## src/rtl/cfg_spi_loader.sv

```systemverilog
// cfg_spi_loader: SPI mode-0 slave that turns 24-bit frames into config register writes and mux readback
// Ports: clk_i, rst_i (async, active-high); spi_sclk_i/spi_cs_n_i/spi_mosi_i serial in,
//   spi_miso_o/spi_miso_oe_o serial out; reg_wr_o/reg_adr_o/reg_dat_o register write port;
//   mux_adr_o/mux_i readback mux; busy_o frame in progress; frame_err_o aborted-frame pulse.
// Define CFG_SPI_LOADER_WRCNT_EN to add wr_cnt_o, an 8-bit wrapping count of issued writes.
module cfg_spi_loader #(
  parameter int SYNC_STAGES = 2,
  parameter int MUX_W = 6
) (
  input  logic             clk_i,
  input  logic             rst_i,
  input  logic             spi_sclk_i,
  input  logic             spi_cs_n_i,
  input  logic             spi_mosi_i,
  output logic             spi_miso_o,
  output logic             spi_miso_oe_o,
  output logic             reg_wr_o,
  output logic [1:0]       reg_adr_o,
  output logic [15:0]      reg_dat_o,
  output logic [2:0]       mux_adr_o,
  input  logic [MUX_W-1:0] mux_i,
  output logic             busy_o,
  output logic             frame_err_o
`ifdef CFG_SPI_LOADER_WRCNT_EN
  ,
  output logic [7:0]       wr_cnt_o
`endif
);
  typedef enum logic [1:0] {IDLE, CMD, DATA, DONE} state_t;
  state_t state_q;
  logic [SYNC_STAGES-1:0] sclk_q, cs_q, mosi_q;
  logic sclk_d1_q, cs_d1_q, armed_q, loaded_q, w_q;
  logic [1:0] adr_q;
  logic [3:0] cnt_q;
  logic [14:0] sh_q;
  logic [15:0] tx_q;
  logic sclk_s, cs_s, mosi_s, sclk_rise, sclk_fall, cs_rise, cs_fall;
  assign sclk_s = sclk_q[SYNC_STAGES-1];
  assign cs_s = cs_q[SYNC_STAGES-1];
  assign mosi_s = mosi_q[SYNC_STAGES-1];
  assign sclk_rise = sclk_s & ~sclk_d1_q;
  assign sclk_fall = ~sclk_s & sclk_d1_q;
  assign cs_rise = cs_s & ~cs_d1_q;
  assign cs_fall = ~cs_s & cs_d1_q;
  // armed_q: cs_n must be seen high once after reset, so a select already low at reset is not a frame
  assign busy_o = armed_q & ~cs_s;
  assign spi_miso_oe_o = busy_o;
  assign spi_miso_o = tx_q[15];
  always_ff @(posedge clk_i or posedge rst_i) begin
    if (rst_i) begin
      state_q <= IDLE;
      sclk_q <= '0;
      cs_q <= '0;
      mosi_q <= '0;
      sclk_d1_q <= 1'b0;
      cs_d1_q <= 1'b0;
      armed_q <= 1'b0;
      loaded_q <= 1'b0;
      w_q <= 1'b0;
      adr_q <= '0;
      cnt_q <= '0;
      sh_q <= '0;
      tx_q <= '0;
      reg_wr_o <= 1'b0;
      reg_adr_o <= '0;
      reg_dat_o <= '0;
      mux_adr_o <= '0;
      frame_err_o <= 1'b0;
`ifdef CFG_SPI_LOADER_WRCNT_EN
      wr_cnt_o <= '0;
`endif
    end else begin
      sclk_q <= {sclk_q[SYNC_STAGES-2:0], spi_sclk_i};
      cs_q <= {cs_q[SYNC_STAGES-2:0], spi_cs_n_i};
      mosi_q <= {mosi_q[SYNC_STAGES-2:0], spi_mosi_i};
      sclk_d1_q <= sclk_s;
      cs_d1_q <= cs_s;
      armed_q <= armed_q | cs_s;
      reg_wr_o <= 1'b0;
      frame_err_o <= 1'b0;
      if (cs_rise && (state_q == CMD || state_q == DATA)) begin
        state_q <= IDLE;
        frame_err_o <= 1'b1;
        cnt_q <= '0;
        tx_q <= '0;
        loaded_q <= 1'b0;
      end else begin
        case (state_q)
          IDLE: if (cs_fall && armed_q) begin
            state_q <= CMD;
            cnt_q <= '0;
          end
          CMD: if (sclk_rise) begin
            sh_q <= {sh_q[13:0], mosi_s};
            cnt_q <= cnt_q + 4'd1;
            if (cnt_q == 4'd7) begin
              w_q <= sh_q[6];
              adr_q <= sh_q[5:4];
              mux_adr_o <= sh_q[3:1];
              cnt_q <= '0;
              state_q <= DATA;
            end
          end
          DATA: if (sclk_rise) begin
            sh_q <= {sh_q[13:0], mosi_s};
            cnt_q <= cnt_q + 4'd1;
            if (cnt_q == 4'd15) begin
              reg_wr_o <= w_q;
              if (w_q) begin
                reg_adr_o <= adr_q;
                reg_dat_o <= {sh_q, mosi_s};
`ifdef CFG_SPI_LOADER_WRCNT_EN
                wr_cnt_o <= wr_cnt_o + 8'd1;
`endif
              end
              cnt_q <= '0;
              tx_q <= '0;
              loaded_q <= 1'b0;
              state_q <= DONE;
            end
          end else if (sclk_fall) begin
            // first fall in DATA is the 8th of the frame: load the readback word, then shift
            tx_q <= loaded_q ? {tx_q[14:0], 1'b0} : 16'(mux_i);
            loaded_q <= 1'b1;
          end
          default: if (cs_rise) state_q <= IDLE;
        endcase
      end
    end
  end
endmodule

```

## config.mk

```make
export PLATFORM = sky130hd
export DESIGN_NAME = cfg_spi_loader
export DESIGN_NICKNAME = d
export VERILOG_FILES = /design/src/rtl/cfg_spi_loader.sv
export SDC_FILE = /design/constraint.sdc
export NUM_CORES = 1
export LEC_CHECK = 0
export CAP_MARGIN = 10
export CORE_UTILIZATION = 50
export DETAILED_ROUTE_END_ITERATION = 16
export MAX_ROUTING_LAYER = met4
export PLACE_DENSITY_LB_ADDON = 0.12
export SYNTH_ARGS = -nofsm -noshare
export SYNTH_HDL_FRONTEND = slang
export SYNTH_SLANG_ARGS = --single-unit
```

## constraint.sdc

```tcl
create_clock -name clk_i -period 2.99 [get_ports clk_i]
set_input_delay 0.4485 -clock clk_i [delete_from_list [all_inputs] [get_ports clk_i]]
set_output_delay 0.4485 -clock clk_i [all_outputs]
set_load 0.005 [all_outputs]
```

# Word-level counts from Yosys, hierarchy flattened
# Index checks and enable logic that the tools add are counted.
# totals
inputBits	11
regBits	73
output_inout_bits	26
# classes
mux	31
bitwise	11
reduce_logical	15
add_sub_neg	1
n_eq_ne	10
# op_table
operator	count
16-bit 2-to-1 mux	6
4-bit 2-to-1 mux	6
2-bit 2-to-1 mux	7
4-bit one-hot mux with 3 select lines	1
1-bit 2-to-1 mux	10
3-bit by 1-bit inequality test with 1-bit output (second input constant)	3
4-bit AND reduction	2
3-bit by 2-bit inequality test with 1-bit output (second input constant)	2
2-bit one-hot mux with 3 select lines	1
3-bit AND reduction	2
6-bit AND reduction	1
1-bit AND	5
1-bit NOT	5
5-bit AND reduction	1
5-bit nonzero test	1
4-bit by 1-bit adder with 4-bit output (second input constant)	1
4-bit by 3-bit equality test with 1-bit output (second input constant)	1
4-bit equality test (second input constant)	1
4-bit nonzero test	1
3-bit inequality test (second input constant)	1
3-bit nonzero test	1
2-bit by 1-bit equality test with 1-bit output (second input constant)	1
2-bit equality test (second input constant)	1
1-bit logical AND	2
other kinds (5)	5

# Logic depth before layout (Yosys ltp)
# logic_depth
ltp_word	6
ltp_mapped	8
depth_no_buf	8

# Least setup slack after synthesis
# OpenSTA, ideal clock, no wires.
# synth_path
kind	register to register
startpoint	register state_q[0]
endpoint	register state_q[0]
arrival_ns	1.801
path_buffers	0
slack_ns	1.064
stages_incl_launch_ff	9
t_required_ns	2.865
path_cell_list	dfrtp_1 > inv_1 > ha_1 > nand3b_4 > inv_4 > or3_4 > nand2_2 > a311oi_4 > mux2_4
# synth_between
elab_chain_len	5
# synth_lines
item	line_no	text
from (decl)	30	state_t state_q;
from (signal assigned)	51	state_q <= IDLE;
from (signal assigned)	82	state_q <= IDLE;
from (signal assigned)	90	state_q <= CMD;
2-bit by 1-bit equality test with 1-bit output or 2-bit equality test (tied branches)	81, 88	
1-bit logical OR	81	if (cs_rise && (state_q == CMD || state_q == DATA)) begin
1-bit logical AND	81	
3-bit inequality test (no source line), or another cell as far along	n/a	
6-bit AND reduction (no source line)	n/a	
# Parallel ways exist; a longest one is shown, timed or not.
# A chain may end at the register's enable or synchronous reset.

# Worst setup path in the final report
# Same ends and word-level chain as after synthesis.

==> run_results.csv <==
group,metric,value,unit
outcome,status,"completed",
worst_setup_path,path_cells,"inv_1 -> ha_1 -> nand3b_4 -> inv_4 -> or3_4 -> nand2_2 -> a311oi_4 -> mux2_4",
yosys,synth_edf_count,0,
sta,worstMarginPinSlew,0.556,ns
worst_setup_path,end_kind,"flop",
route,firstDrtPassIters,4,
yosys,synth_nets,228,
grt,grtUsageTotal,18.3,%
route,ant_nets,0,
route,routed_via_density,5.21,
pwr,ir_worst_vdd,454,uV
sta,min_period,2.05,ns
yosys,syn_area_per_cell,14.1,um^2
cells_and_area,syn_to_final_growth,22.1,%
floorplanning,die_area,6260,um^2
yosys,ys_seq_elements,73,
placed_design,place_ws,0.956,ns
route,drt_iter0_drc,79,
min_path,hold_path_class,"reg2reg",
pwr,p_leak,1.75,nW
floorplanning,num_io_pins,37,
sta,max_freq,0.488,GHz
placed_design,port_buffers,36,
worst_setup_path,critical-path-slowest-cell,"dfrtp_1",
worst_setup_path,path_class,"reg2reg",
clocking,cts_tree,"done",
yosys,yosys_warnings,0,
floorplanning,fp-row-count,27,
sta,hold_viol_final,0,
placed_design,gp_congestion,0.850,
route,drc,0,
sta,final-setup-viol-count,0,
floorplanning,die_w,79.1,um
sta,setup_slack,0.941,ns
grt,grt_overflow,0,
yosys,netlist_area,2970,um^2
min_path,min_from,"sclk_q[0]",
sta,tns,0,ns
clocking,postCtsHoldBufs,0,
worst_setup_path,path_max_fanout,6,
sta,rsz0062_at_grt,"no",
sta,skew,0.00843,ns
route,routed-via-count,1724,
floorplanning,die_h,79.1,um
yosys,syn_inst,211,
yosys,ys_types,37,
yosys,synthArstFlopShare,100,%
flow_run,cap_violations,0,
worst_setup_path,worst_setup_path_start_kind,"flop",
yosys,synth.yosys.seq_area_share,61.5,%
placed_design,dp_hpwl,3.08,mm
worst_setup_path,r2r-start,"state_q[0]",
pwr,p_per_area,718,nW/um^2
sta,finalMaxSlewViolations,0,
floorplanning,design.core.area,5610,um^2
cells_and_area,finalNetCount,271,
worst_setup_path,crit_path_start,"state_q[0]",
clocking,htreeDepth,3,
cells_and_area,drive_above_1_share,25.5,%
worst_setup_path,reg2regPathDepth,8,
clocking,clk_pin_slew,0.07,ns
worst_setup_path,required,3.22,ns
cells_and_area,antennaDiodeCount,0,
worst_setup_path,critPathCapture,"state_q[0]",
route,routed_wl,4.79,mm
cells_and_area,nFillCells,456,
clocking,post_cts_buffers,0,
clocking,clock_sinks,73,
clocking,cts_buffer_depth,2,
grt,antenna_found_initial,0,
clocking,post_cts_resized,0,
sta,finalCritPeriodShare,68.5,%
clocking,numCtsBuffers,9,
route,routedWlPerCell,14.5,um
grt,grt_max_degree,48,
grt,grt_pass1_vias,1714,
grt,grt_pass1_wl,8.14,mm
worst_setup_path,max_stage_delay,0.39,ns
worst_setup_path,arrival,2.27,ns
yosys,synthFlopType,"dfrtp_1",
worst_setup_path,r2r-end,"state_q[0]",
clocking,cts-root-buf,"clkbuf_8",
clocking,clkLatencyLatePin,0.34,ns
floorplanning,start_util,53.0,%
sta,max_slew_margin,62.9,%
worst_setup_path,rrSetupSlack,0.94,ns
cells in the final DEF (no fill, tap or decap), types with 2 or more instances in the layout:
| cell type | n |
|---|---|
| nand3_1 | 3 |
| dfrtp_1 | 73 |
| a21oi_1 | 2 |
| mux2_2 | 33 |
| ha_1 | 6 |
| clkbuf_8 | 10 |
| o21ai_0 | 10 |
| a22o_1 | 10 |
| nand3_2 | 2 |
| clkdlybuf4s50_1 | 36 |
| mux2_1 | 6 |
| bufinv_16 | 2 |
| nand2_1 | 19 |
| nor2_1 | 4 |
| or2_2 | 2 |
| inv_1 | 5 |
| nor3_1 | 2 |
| clkinv_2 | 2 |
| mux2i_1 | 6 |
| nand3b_4 | 2 |
| nand2b_1 | 3 |
state kept, by name (all words and copies together), names as in the netlist, 3 cells and up:
name       cells
sh_q          15
tx_q          16
reg_dat_o     16
mux_adr_o      3
cnt_q          4
through the flow:
stage	util, %	power, mW	hold slack, ns	instances	area, um^2
floorplan	-	1.66	0.331	211	2970
global placement	60.8	1.78	0.332	315	3410
detailed placement	60.8	1.79	0.335	315	3410
CTS	64.7	2.64	0.351	331	3630
global route	64.7	2.76	0.370	331	3630
finish	64.7	2.61	0.350	331	3630
area by class of cell:
class	instances	area, um^2	share of cell area [%]
well taps	72	90.1	2.48
clock buffers	11	141	3.90
flip-flops and latches	73	1830	50.3
inverters	7	28.8	0.793
multi-input cells	125	1080	29.6
repair buffers	38	388	10.7
clock inverters	5	78.8	2.17
cell families (layout without fill, tap and decap cells):
| logic type | count (synthesis) | in the layout | synth area share [%] |
|---|---|---|---|
| flip-flops | 73 | 73 | 61.5 |
| AND/OR/NAND/NOR | 48 | 48 | 10.1 |
| buffers and inverters | 13 | 61 | 2.32 |
| multiplexers | 46 | 46 | 17.3 |
| AO/OA/AOI/OAI | 25 | 25 | 6.32 |
| adder cells (fa/ha/maj) | 6 | 6 | 2.53 |
cell usage after synthesis (all sizes together) (3+ instances only):
master,number,area (um^2)
mux2,40,454
dfrtp,73,1830
nor2,6,32.5
inv,7,28.8
nand3b,3,47.6
o21ai,10,50.1
nand2b,3,18.8
ha,6,75.1
nand3,6,52.6
buf,5,36.3
nand2,20,77.6
a22o,10,87.6
mux2i,6,60.1
layer usage:
layer | track usage, % | up-vias | routed length [um]
met2 | 24.9 | 27 | 2200
met5 | - | - | 0
met3 | 5.06 | 7 | 225
li1 | - | 826 | -
met4 | 11.5 | 0 | 60
met1 | 24.1 | 864 | 2300
worst min path at each step:
stage | endpoint | slack (ns) | cells after the start
floorplan | cs_q[1] | 0.33 | 0
global placement | sclk_q[1] | 0.33 | 0
detailed placement | sclk_q[1] | 0.33 | 0
CTS | sclk_q[1] | 0.35 | 0
global route | mosi_q[1] | 0.37 | 0
finish | sclk_q[1] | 0.35 | 0
worst max-delay path, delay by kind of cell, from the launching register on:
kind	cells	cell delay (ns)
simple gates	3	0.34
flops	1	0.39
buf+inv	2	0.18
compound gates	1	0.32
fa+ha+maj	1	0.37
mux	1	0.33
power breakdown:
group	switching [mW]	total, mW	leakage [nW]	internal (mW)
clock	0.351	0.843	0.113	0.492
sequential	0.0907	1.19	0.979	1.10
combinational	0.309	0.576	0.655	0.267
total	0.750	2.61	1.75	1.86
No activity file was read; power rests on OpenSTA's default activity.
